[src/rtl/sram_slot_arbiter.sv]
// sram_slot_arbiter: shares one asynchronous SRAM between the CPU, the video
// fetch and an auxiliary master on clk_32m. CPU/video accesses launch in their
// clock-enable slots; idle slots go to the auxiliary master. A strobe that
// cannot launch is remembered in a pend flag. A second strobe that arrives
// while that flag is still set is dropped and counted.
// Optional feature: define SRAM_ARB_AUX_EN to enable the auxiliary port.
module sram_slot_arbiter #(
   parameter int ADDR_W = 19
) (
   input  logic              clk_32m,
   input  logic              reset_n,
   input  logic              cpu_clken,
   input  logic [ADDR_W-1:0] cpu_addr,
   input  logic              cpu_we,
   input  logic [7:0]        cpu_wdata,
   output logic [7:0]        cpu_rdata,
   output logic              cpu_valid,
   input  logic              vid_clken,
   input  logic [ADDR_W-1:0] vid_addr,
   output logic [7:0]        vid_rdata,
   output logic              vid_valid,
   input  logic              aux_req,
   input  logic [ADDR_W-1:0] aux_addr,
   input  logic              aux_we,
   input  logic [7:0]        aux_wdata,
   output logic [7:0]        aux_rdata,
   output logic              aux_ack,
   input  logic              drop_clr,
   output logic [7:0]        drop_cnt,
   output logic [ADDR_W-1:0] sram_addr,
   output logic [7:0]        sram_dout,
   output logic              sram_dout_en,
   input  logic [7:0]        sram_din,
   output logic              sram_oe_n,
   output logic              sram_we_n
);

   typedef enum logic [1:0] {IDLE, READ, WRITE, WHOLD} state_t;
   typedef enum logic [1:0] {OWN_CPU, OWN_VID, OWN_AUX} owner_t;

   state_t            state;
   owner_t            owner;
   logic              cpu_pend, vid_pend;
   logic [7:0]        aux_rdata_r;
   logic              aux_ack_r;

   logic              aux_go;
   logic              go_cpu, go_vid, go_aux;
   logic              cpu_drop, vid_drop, cpu_defer, vid_defer;
   logic              launch, l_we;
   owner_t            l_owner;
   logic [ADDR_W-1:0] l_addr;
   logic [7:0]        l_wdata;

   function automatic logic [7:0] sat_add(input logic [7:0] a, input logic [1:0] n);
      logic [8:0] s;
      s = {1'b0, a} + {7'b0, n};
      return s[8] ? 8'hFF : s[7:0];
   endfunction

`ifdef SRAM_ARB_AUX_EN
   // An aux request is only taken once its previous access has fully retired
   assign aux_go    = aux_req && !aux_ack_r && !((state != IDLE) && (owner == OWN_AUX));
   assign aux_ack   = aux_ack_r;
   assign aux_rdata = aux_rdata_r;
`else
   logic unused_aux;
   assign unused_aux = ^{aux_req, aux_addr, aux_we, aux_wdata, aux_rdata_r, aux_ack_r};
   assign aux_go     = 1'b0;
   assign aux_ack    = 1'b0;
   assign aux_rdata  = 8'h00;
`endif

   // Launch arbitration: pending slots first, then fresh strobes, then aux
   always_comb begin
      go_cpu  = 1'b0;
      go_vid  = 1'b0;
      go_aux  = 1'b0;
      if (state != WRITE) begin
         if (cpu_pend)       go_cpu = 1'b1;
         else if (vid_pend)  go_vid = 1'b1;
         else if (cpu_clken) go_cpu = 1'b1;
         else if (vid_clken) go_vid = 1'b1;
         else if (aux_go)    go_aux = 1'b1;
      end
      launch  = go_cpu || go_vid || go_aux;
      l_owner = go_cpu ? OWN_CPU : (go_vid ? OWN_VID : OWN_AUX);
      l_we    = go_cpu ? cpu_we : (go_aux ? aux_we : 1'b0);
      l_addr  = go_cpu ? cpu_addr : (go_vid ? vid_addr : aux_addr);
      l_wdata = go_cpu ? cpu_wdata : aux_wdata;
      // The pend flag stands for exactly one outstanding slot, so a repeat strobe is lost
      cpu_drop  = cpu_clken && cpu_pend;
      vid_drop  = vid_clken && vid_pend;
      cpu_defer = cpu_clken && !cpu_pend && !go_cpu;
      vid_defer = vid_clken && !vid_pend && !go_vid;
   end

   // Pend flags: set on a deferred strobe, cleared when the deferred access launches
   always_ff @(posedge clk_32m or negedge reset_n) begin
      if (!reset_n) begin
         cpu_pend <= 1'b0;
         vid_pend <= 1'b0;
      end else begin
         if (cpu_pend && go_cpu) cpu_pend <= 1'b0;
         else if (cpu_defer)     cpu_pend <= 1'b1;
         if (vid_pend && go_vid) vid_pend <= 1'b0;
         else if (vid_defer)     vid_pend <= 1'b1;
      end
   end

   // Dropped-strobe counter; clear beats a simultaneous increment
   always_ff @(posedge clk_32m or negedge reset_n) begin
      if (!reset_n)      drop_cnt <= 8'h00;
      else if (drop_clr) drop_cnt <= 8'h00;
      else               drop_cnt <= sat_add(drop_cnt, {1'b0, cpu_drop} + {1'b0, vid_drop});
   end

   // Access sequencer: completes the current access and launches the next one
   always_ff @(posedge clk_32m or negedge reset_n) begin
      if (!reset_n) begin
         state        <= IDLE;
         owner        <= OWN_CPU;
         sram_addr    <= '0;
         sram_dout    <= 8'h00;
         sram_dout_en <= 1'b0;
         sram_oe_n    <= 1'b1;
         sram_we_n    <= 1'b1;
         cpu_rdata    <= 8'h00;
         cpu_valid    <= 1'b0;
         vid_rdata    <= 8'h00;
         vid_valid    <= 1'b0;
         aux_rdata_r  <= 8'h00;
         aux_ack_r    <= 1'b0;
      end else begin
         cpu_valid <= 1'b0;
         vid_valid <= 1'b0;
         aux_ack_r <= 1'b0;
         if (state == READ) begin
            case (owner)
               OWN_CPU: begin cpu_rdata   <= sram_din; cpu_valid <= 1'b1; end
               OWN_VID: begin vid_rdata   <= sram_din; vid_valid <= 1'b1; end
               default: begin aux_rdata_r <= sram_din; aux_ack_r <= 1'b1; end
            endcase
         end else if (state == WHOLD) begin
            case (owner)
               OWN_CPU: cpu_valid <= 1'b1;
               OWN_VID: vid_valid <= 1'b1;
               default: aux_ack_r <= 1'b1;
            endcase
         end
         if (state == WRITE) begin
            // Release WE but keep address and data on the pins for hold time
            state     <= WHOLD;
            sram_we_n <= 1'b1;
         end else if (launch) begin
            owner     <= l_owner;
            sram_addr <= l_addr;
            if (l_we) begin
               state        <= WRITE;
               sram_dout    <= l_wdata;
               sram_dout_en <= 1'b1;
               sram_we_n    <= 1'b0;
               sram_oe_n    <= 1'b1;
            end else begin
               state        <= READ;
               sram_dout_en <= 1'b0;
               sram_we_n    <= 1'b1;
               sram_oe_n    <= 1'b0;
            end
         end else begin
            state        <= IDLE;
            sram_dout_en <= 1'b0;
            sram_oe_n    <= 1'b1;
            sram_we_n    <= 1'b1;
         end
      end
   end

endmodule

[config.mk]
export PLATFORM = sky130hd
export DESIGN_NAME = sram_slot_arbiter
export DESIGN_NICKNAME = d
export VERILOG_FILES = /design/src/rtl/sram_slot_arbiter.sv
export SDC_FILE = /design/constraint.sdc
export NUM_CORES = 1
export LEC_CHECK = 0
export ABC_AREA = 1
export ABC_CLOCK_PERIOD_IN_PS = 2250
export BUFFER_PORTS_ARGS = -buffer_cell sky130_fd_sc_hd__buf_2
export CORE_MARGIN = 2
export CORE_UTILIZATION = 44
export CTS_CLUSTER_DIAMETER = 120
export DETAILED_ROUTE_END_ITERATION = 8
export GPL_ROUTABILITY_DRIVEN = 0
export PLACE_DENSITY = 0.88
export SETUP_SLACK_MARGIN = 0.5
export SYNTH_ARGS = -nofsm -noshare
export SYNTH_HDL_FRONTEND = slang
export SYNTH_SLANG_ARGS = --single-unit
[constraint.sdc]
create_clock -name clk_32m -period 2.25 [get_ports clk_32m]
set_input_delay 0.3375 -clock clk_32m [delete_from_list [all_inputs] [get_ports clk_32m]]
set_output_delay 0.3375 -clock clk_32m [all_outputs]
set_load 0.01 [all_outputs]
==> results of run 1 <==
## stage by stage
| stage | power [mW] | setup WS (ns) | area [µm²] |
|---|---|---|---|
| after floorplan | 3.35 | 0.588 | 2850 |
| after global routing | 5.45 | 0.489 | 3650 |
| after global placement | 3.97 | 0.432 | 3400 |
| after CTS | 5.08 | 0.558 | 3620 |
| final | 5.03 | 0.608 | 3650 |
| after detailed placement | 4.08 | 0.390 | 3400 |
## report_power, final
part	total [mW]	switching [mW]	internal (mW)
registers	1.89	0.265	1.63
logic	2.17	1.35	0.826
clock network	0.962	0.447	0.515
total	5.03	2.06	2.97
## what timing repair did
action | CTS | global route
buffers inserted | 1 | 1
cloned | 0 | 0
endpoints found under the setup margin | 7 | 9
hold buffers | 1 | 0
gates resized for setup | 3 | 10
hold endpoints to repair | 24 | 0
pin swaps | 0 | 3
## sequential cells by signal (all words and copies together) (netlist names), 2 cells and up
signal and flops:
cpu_rdata 8, drop_cnt 8, sram_addr 19, owner 2
vid_rdata 8, sram_dout 8, state 2
## cells in the final DEF (no fill, tap or decap), types with 2 or more instances in the layout
master / netlist / final
nor2_1: 9 / 8
nor3_1: 3 / 3
a21oi_1: 5 / 4
o21ai_0: 19 / 18
clkbuf_8: 0 / 9
nand3_2: 2 / 2
nand2_1: 55 / 51
clkinv_4: 0 / 2
nand2_2: 0 / 3
inv_1: 36 / 34
o21ai_1: 8 / 9
nor2_4: 1 / 2
dfrtp_1: 60 / 60
buf_2: 5 / 115
clkinv_2: 0 / 2
dfstp_2: 2 / 2
inv_2: 1 / 3
nand3_1: 80 / 80
conb_1: 1 / 9
buf_4: 16 / 6
## cells by family (layout without fill, tap and decap cells)
family | Yosys count | after routing | share of synthesized area
simple gates | 153 | 153 | 0.255
flops | 62 | 62 | 0.551
buf+inv | 61 | 176 | 0.110
compound gates | 35 | 35 | 0.0679
fa+ha+maj | 2 | 2 | 0.0115
other cells | 1 | 9 | 0.00133
xor+xnor | 1 | 1 | 0.00311
## cell type report
class	instances	area share
tap	77	0.0264
clock inverter	7	0.0202
inverter	37	0.0380
multi-input combinational	200	0.278
sequential	62	0.425
clock buffer	9	0.0339
timing repair buffer	123	0.178
## how the worst min path moves through the flow
| stage | startpoint | end | depth (start not counted) |
|---|---|---|---|
| floorplan | reset_n | cpu_pend | 0 |
| global placement | reset_n | vid_rdata[4] | 1 |
| detailed placement | reset_n | cpu_rdata[4] | 1 |
| CTS | drop_clr | drop_cnt[4] | 2 |
| global route | drop_clr | drop_cnt[4] | 2 |
| finish | drop_clr | drop_cnt[4] | 2 |
## per-layer routing
layer	up-vias	global-route usage
li1	1253	-
met1	1199	0.220
met2	89	0.348
met3	7	0.0406
met4	0	0.0792
met5	-	0
## worst register-to-register path: cells and delay by family (launching register included)
family                   cells  cell delay, ns
buffers and inverters        2            0.11
AND/OR/NAND/NOR              6            0.55
flip-flops                   1            0.35
adder cells (fa/ha/maj)      2            0.58
==> metrics.yaml, run 1 <==
drt_wl_total_mm: 6.52
die_x_um: 84.0
endpoint: "drop_cnt[5]"
cts_tree: "yes"
worst_pin_slew_ns: 0.709
crit_family: "adder cells"
crit_buf_inv: 2
hold_class: "input pin to flip-flop"
synth-edff-count: 0
crit_top_cell: "nand2_1"
num_vias: 2548
fill_cells: 559
r2r_cells: 10
status: "finished, final reports clean"
netlist_area_um2: 2820
die_y_um: 84.0
viasPerCell: 4.95
synth_top_area_cell: "dfrtp_1"
syn_inst: 315
grt_antenna_before_repair: 0
drcViolationCount: 0
cp-start-kind: "flip-flop"
maxCapViolCount: 0
wl_met2_mm: 3.46
routed-wl-met3_um: 407
rrSetupSlack_ns: 0.61
crit_required_ns: 2.53
synthArstFlopShare: 1.00
top_layer: "met4"
ant_nets: 0
initial_core_util: 0.449
cts.htree.levels: 3
yosys-top-cells-area: "dfrtp_1 53%, nand3_1 14%, nand2_1 7.3%, inv_1 4.8%, buf_4 4.3%"
maxSlewViolCount: 0
grt_use_total: 0.193
wl_met1_mm: 2.58
p_leak_nw: 1.99
ys.flop_type: "dfrtp_1"
ys_types: 27
clockBufferDepth: 2
max-vdd-ir-drop_mv: 0.655
numPlacedInstances: 496
grt_start_max_net_pins: 39
slew_headroom: 0.526
end_kind: "flip-flop"
skew_ns: 0.00645
r2r_start: "vid_pend"
crit_start: "vid_pend"
antenna_cells: 0
synth.most_common_cell: "nand3_1"
hold_violations: 0
seq_area_um2: 1550
fmax_mhz: 609
yosys.area.top_type_share: 0.533
final_layout_size_suffix_gt1_frac: 0.358
fin_crit_ns: 1.64
setup_viol: 0
numCtsBuffers: 9
path_depth: 10
syn_to_final_growth_pct: 29.6
io_pins: 154
crit_slowest_cell: "fa_2"
finalCritPeriodShare: 0.730
synthTopCellsByCount: "80 x nand3_1, 60 x dfrtp_1, 55 x nand2_1"
cts_sinks: 62
p_per_area_nw_per_um2: 1380
final_cells: 515
ys_warn_count: 0
rsz0062_at_grt: "true"
regToRegEndpoint: "drop_cnt[5]"
hold_ws_ns: 0.228
setup-tns-final_ns: 0
cts.reportedPaths.clkPinSlew_ns: 0.07
post_drt_wl_per_cell_um: 12.7
grt_pass1_vias: 2483
crit_type: "flip-flop to flip-flop"
port_buffers: 115
critical_path_arrival_ns: 1.92
cp_max_fo: 6
path_cells: "nand2_1 > fa_2 > inv_2 > ha_2 > nand2_2 > nor2_4 > nand2_4 > nand3_1 > nand2_1 > inv_1"
synth-seq-cells: 62
firstDrtPassIters: 6
gr-total-overflow: 0
core_area_um2: 6280
root_buffer: "clkbuf_8"
ys_seq_area_frac: 0.551
nets: 524
grt_pass1_wl_mm: 10.9
drt_iter0_drc: 104
rows: 29
hpwl_mm: 4.69
syn_avg_cell_area_um2: 8.95
die-area_um2: 7060
slowest_delay_ns: 0.40
post-route-util: 0.582
clk_latency_ns: 0.33
multi_input_area_um2: 1020
Note: power is estimated with default switching activity, not from simulation.
==> run 2, diff against run 1 <==
--- a/config.mk
+++ b/config.mk
@@ -6,7 +6,7 @@
 export NUM_CORES = 1
 export LEC_CHECK = 0
 export ABC_AREA = 1
-export ABC_CLOCK_PERIOD_IN_PS = 2250
+export ABC_CLOCK_PERIOD_IN_PS = 1700
 export BUFFER_PORTS_ARGS = -buffer_cell sky130_fd_sc_hd__buf_2
 export CORE_MARGIN = 2
 export CORE_UTILIZATION = 44
==> constraint.sdc (replaced) <==
create_clock -name clk_32m -period 1.7 [get_ports clk_32m]
set_input_delay 0.255 -clock clk_32m [delete_from_list [all_inputs] [get_ports clk_32m]]
set_output_delay 0.255 -clock clk_32m [all_outputs]
set_load 0.01 [all_outputs]
==> metrics.yaml, run 2 (synthesis results as in run 1) <==
rows: 29
core_area_um2: 6280
cts.htree.levels: 3
ant_nets: 0
setup_viol: 0
fmax_mhz: 623
num_vias: 2848
crit_type: "flip-flop to flip-flop"
cts.reportedPaths.clkPinSlew_ns: 0.07
top_layer: "met4"
hold_class: "input pin to flip-flop"
final_layout_size_suffix_gt1_frac: 0.603
syn_to_final_growth_pct: 71.1
critical_path_arrival_ns: 1.88
die_y_um: 84.0
hpwl_mm: 4.71
clockBufferDepth: 2
grt_pass1_vias: 2818
setup-tns-final_ns: 0
port_buffers: 115
numPlacedInstances: 502
regToRegEndpoint: "drop_cnt[5]"
firstDrtPassIters: 4
fin_crit_ns: 1.61
hold_violations: 0
nets: 559
crit_start: "vid_pend"
drcViolationCount: 0
post_drt_wl_per_cell_um: 15.9
wl_met2_mm: 4.63
wl_met1_mm: 3.47
die-area_um2: 7060
p_leak_nw: 2.45
viasPerCell: 5.18
final_cells: 550
grt_pass1_wl_mm: 13.1
antenna_cells: 0
endpoint: "drop_cnt[5]"
p_per_area_nw_per_um2: 1990
drt_wl_total_mm: 8.77
grt_antenna_before_repair: 0
maxSlewViolCount: 0
root_buffer: "clkbuf_8"
status: "finished, final reports clean"
initial_core_util: 0.449
cp-start-kind: "flip-flop"
max-vdd-ir-drop_mv: 1.30
rrSetupSlack_ns: 0.09
skew_ns: 0.00772
cp_max_fo: 6
drt_iter0_drc: 159
r2r_start: "vid_pend"
grt_use_total: 0.234
top_register: "sram_addr"
final_common_cell: "buf_2"
largest_reg_flops: 19
gr-total-overflow: 0
end_kind: "flip-flop"
finalCritPeriodShare: 0.944
r2r_cells: 10
routed-wl-met3_um: 474
crit_required_ns: 1.97
final_cell_mix: "113 x buf_2, 59 x dfrtp_1, 43 x nand3_2, 33 x nand2_1, 30 x inv_1"
rsz0062_at_grt: "true"
numCtsBuffers: 9
maxCapViolCount: 0
clk_latency_ns: 0.33
io_pins: 154
hold_ws_ns: 0.152
die_x_um: 84.0
cts_sinks: 62
cts_tree: "yes"
grt_start_max_net_pins: 63
-- run 2: worst min-delay path by stage --
stage                  from  slack (ns)           end  cells after the start
2_1_floorplan       reset_n       -0.04      cpu_pend                      0
3_3_place_gp        reset_n        0.29  sram_dout[2]                      2
3_5_place_dp        reset_n        0.29  sram_dout[7]                      2
4_1_cts        cpu_wdata[0]        0.15  sram_dout[0]                      3
5_1_grt        cpu_wdata[3]        0.16  sram_dout[3]                      3
6_report       cpu_wdata[3]        0.15  sram_dout[3]                      3
-- run 2: routing by layer --
metal	track usage	up-vias
met2	0.416	128
li1	-	1334
met4	0.0733	0
met1	0.275	1365
met3	0.0584	21
met5	0	-
-- run 2: power by group --
part	switching (mW)	total, mW	internal, mW
Sequential	0.456	2.61	2.16
Clock	0.562	1.39	0.833
Combinational	2.96	5.58	2.62
-- run 2: worst max-delay path, stage by stage (launching register included) --
cell,delay [ns]
dfrtp_1,0.40
nand2_2,0.09
fa_2,0.37
inv_2,0.08
ha_4,0.14
nand2_4,0.06
nor2_4,0.14
nand2_4,0.10
nand3_1,0.09
nand2_1,0.05
inv_1,0.04
-- run 2: cell type report --
| class | count | area (µm²) |
|---|---|---|
| clock buffer | 13 | 179 |
| clock inverter | 3 | 40.0 |
| fill | 443 | 1460 |
| inverter | 37 | 151 |
| multi-input combinational | 205 | 1670 |
| sequential | 62 | 1560 |
| tap | 77 | 96.3 |
| timing repair buffer | 153 | 1130 |
-- run 2: what timing repair did --
action | CTS | global route
gates resized for setup | 80 | 111
endpoints found under the hold margin | 60 | 0
hold buffers | 1 | 0
setup endpoints to repair | 55 | 63
gates cloned | 10 | 2
setup buffers | 11 | 8
pin swaps | 17 | 35
-- run 2: metrics by stage --
stage                     instance area, µm²  worst slack (ns)   util  total power, mW
final                                   4820            0.0950  0.768             9.58
after global routing                    4820            0.0183  0.768             10.1
after CTS                               4290             0.112  0.684             8.40
after detailed placement                3460            0.0350  0.551             5.53
after global placement                  3460            0.0820  0.551             5.38
after floorplan                         2860             0.128      -             4.44
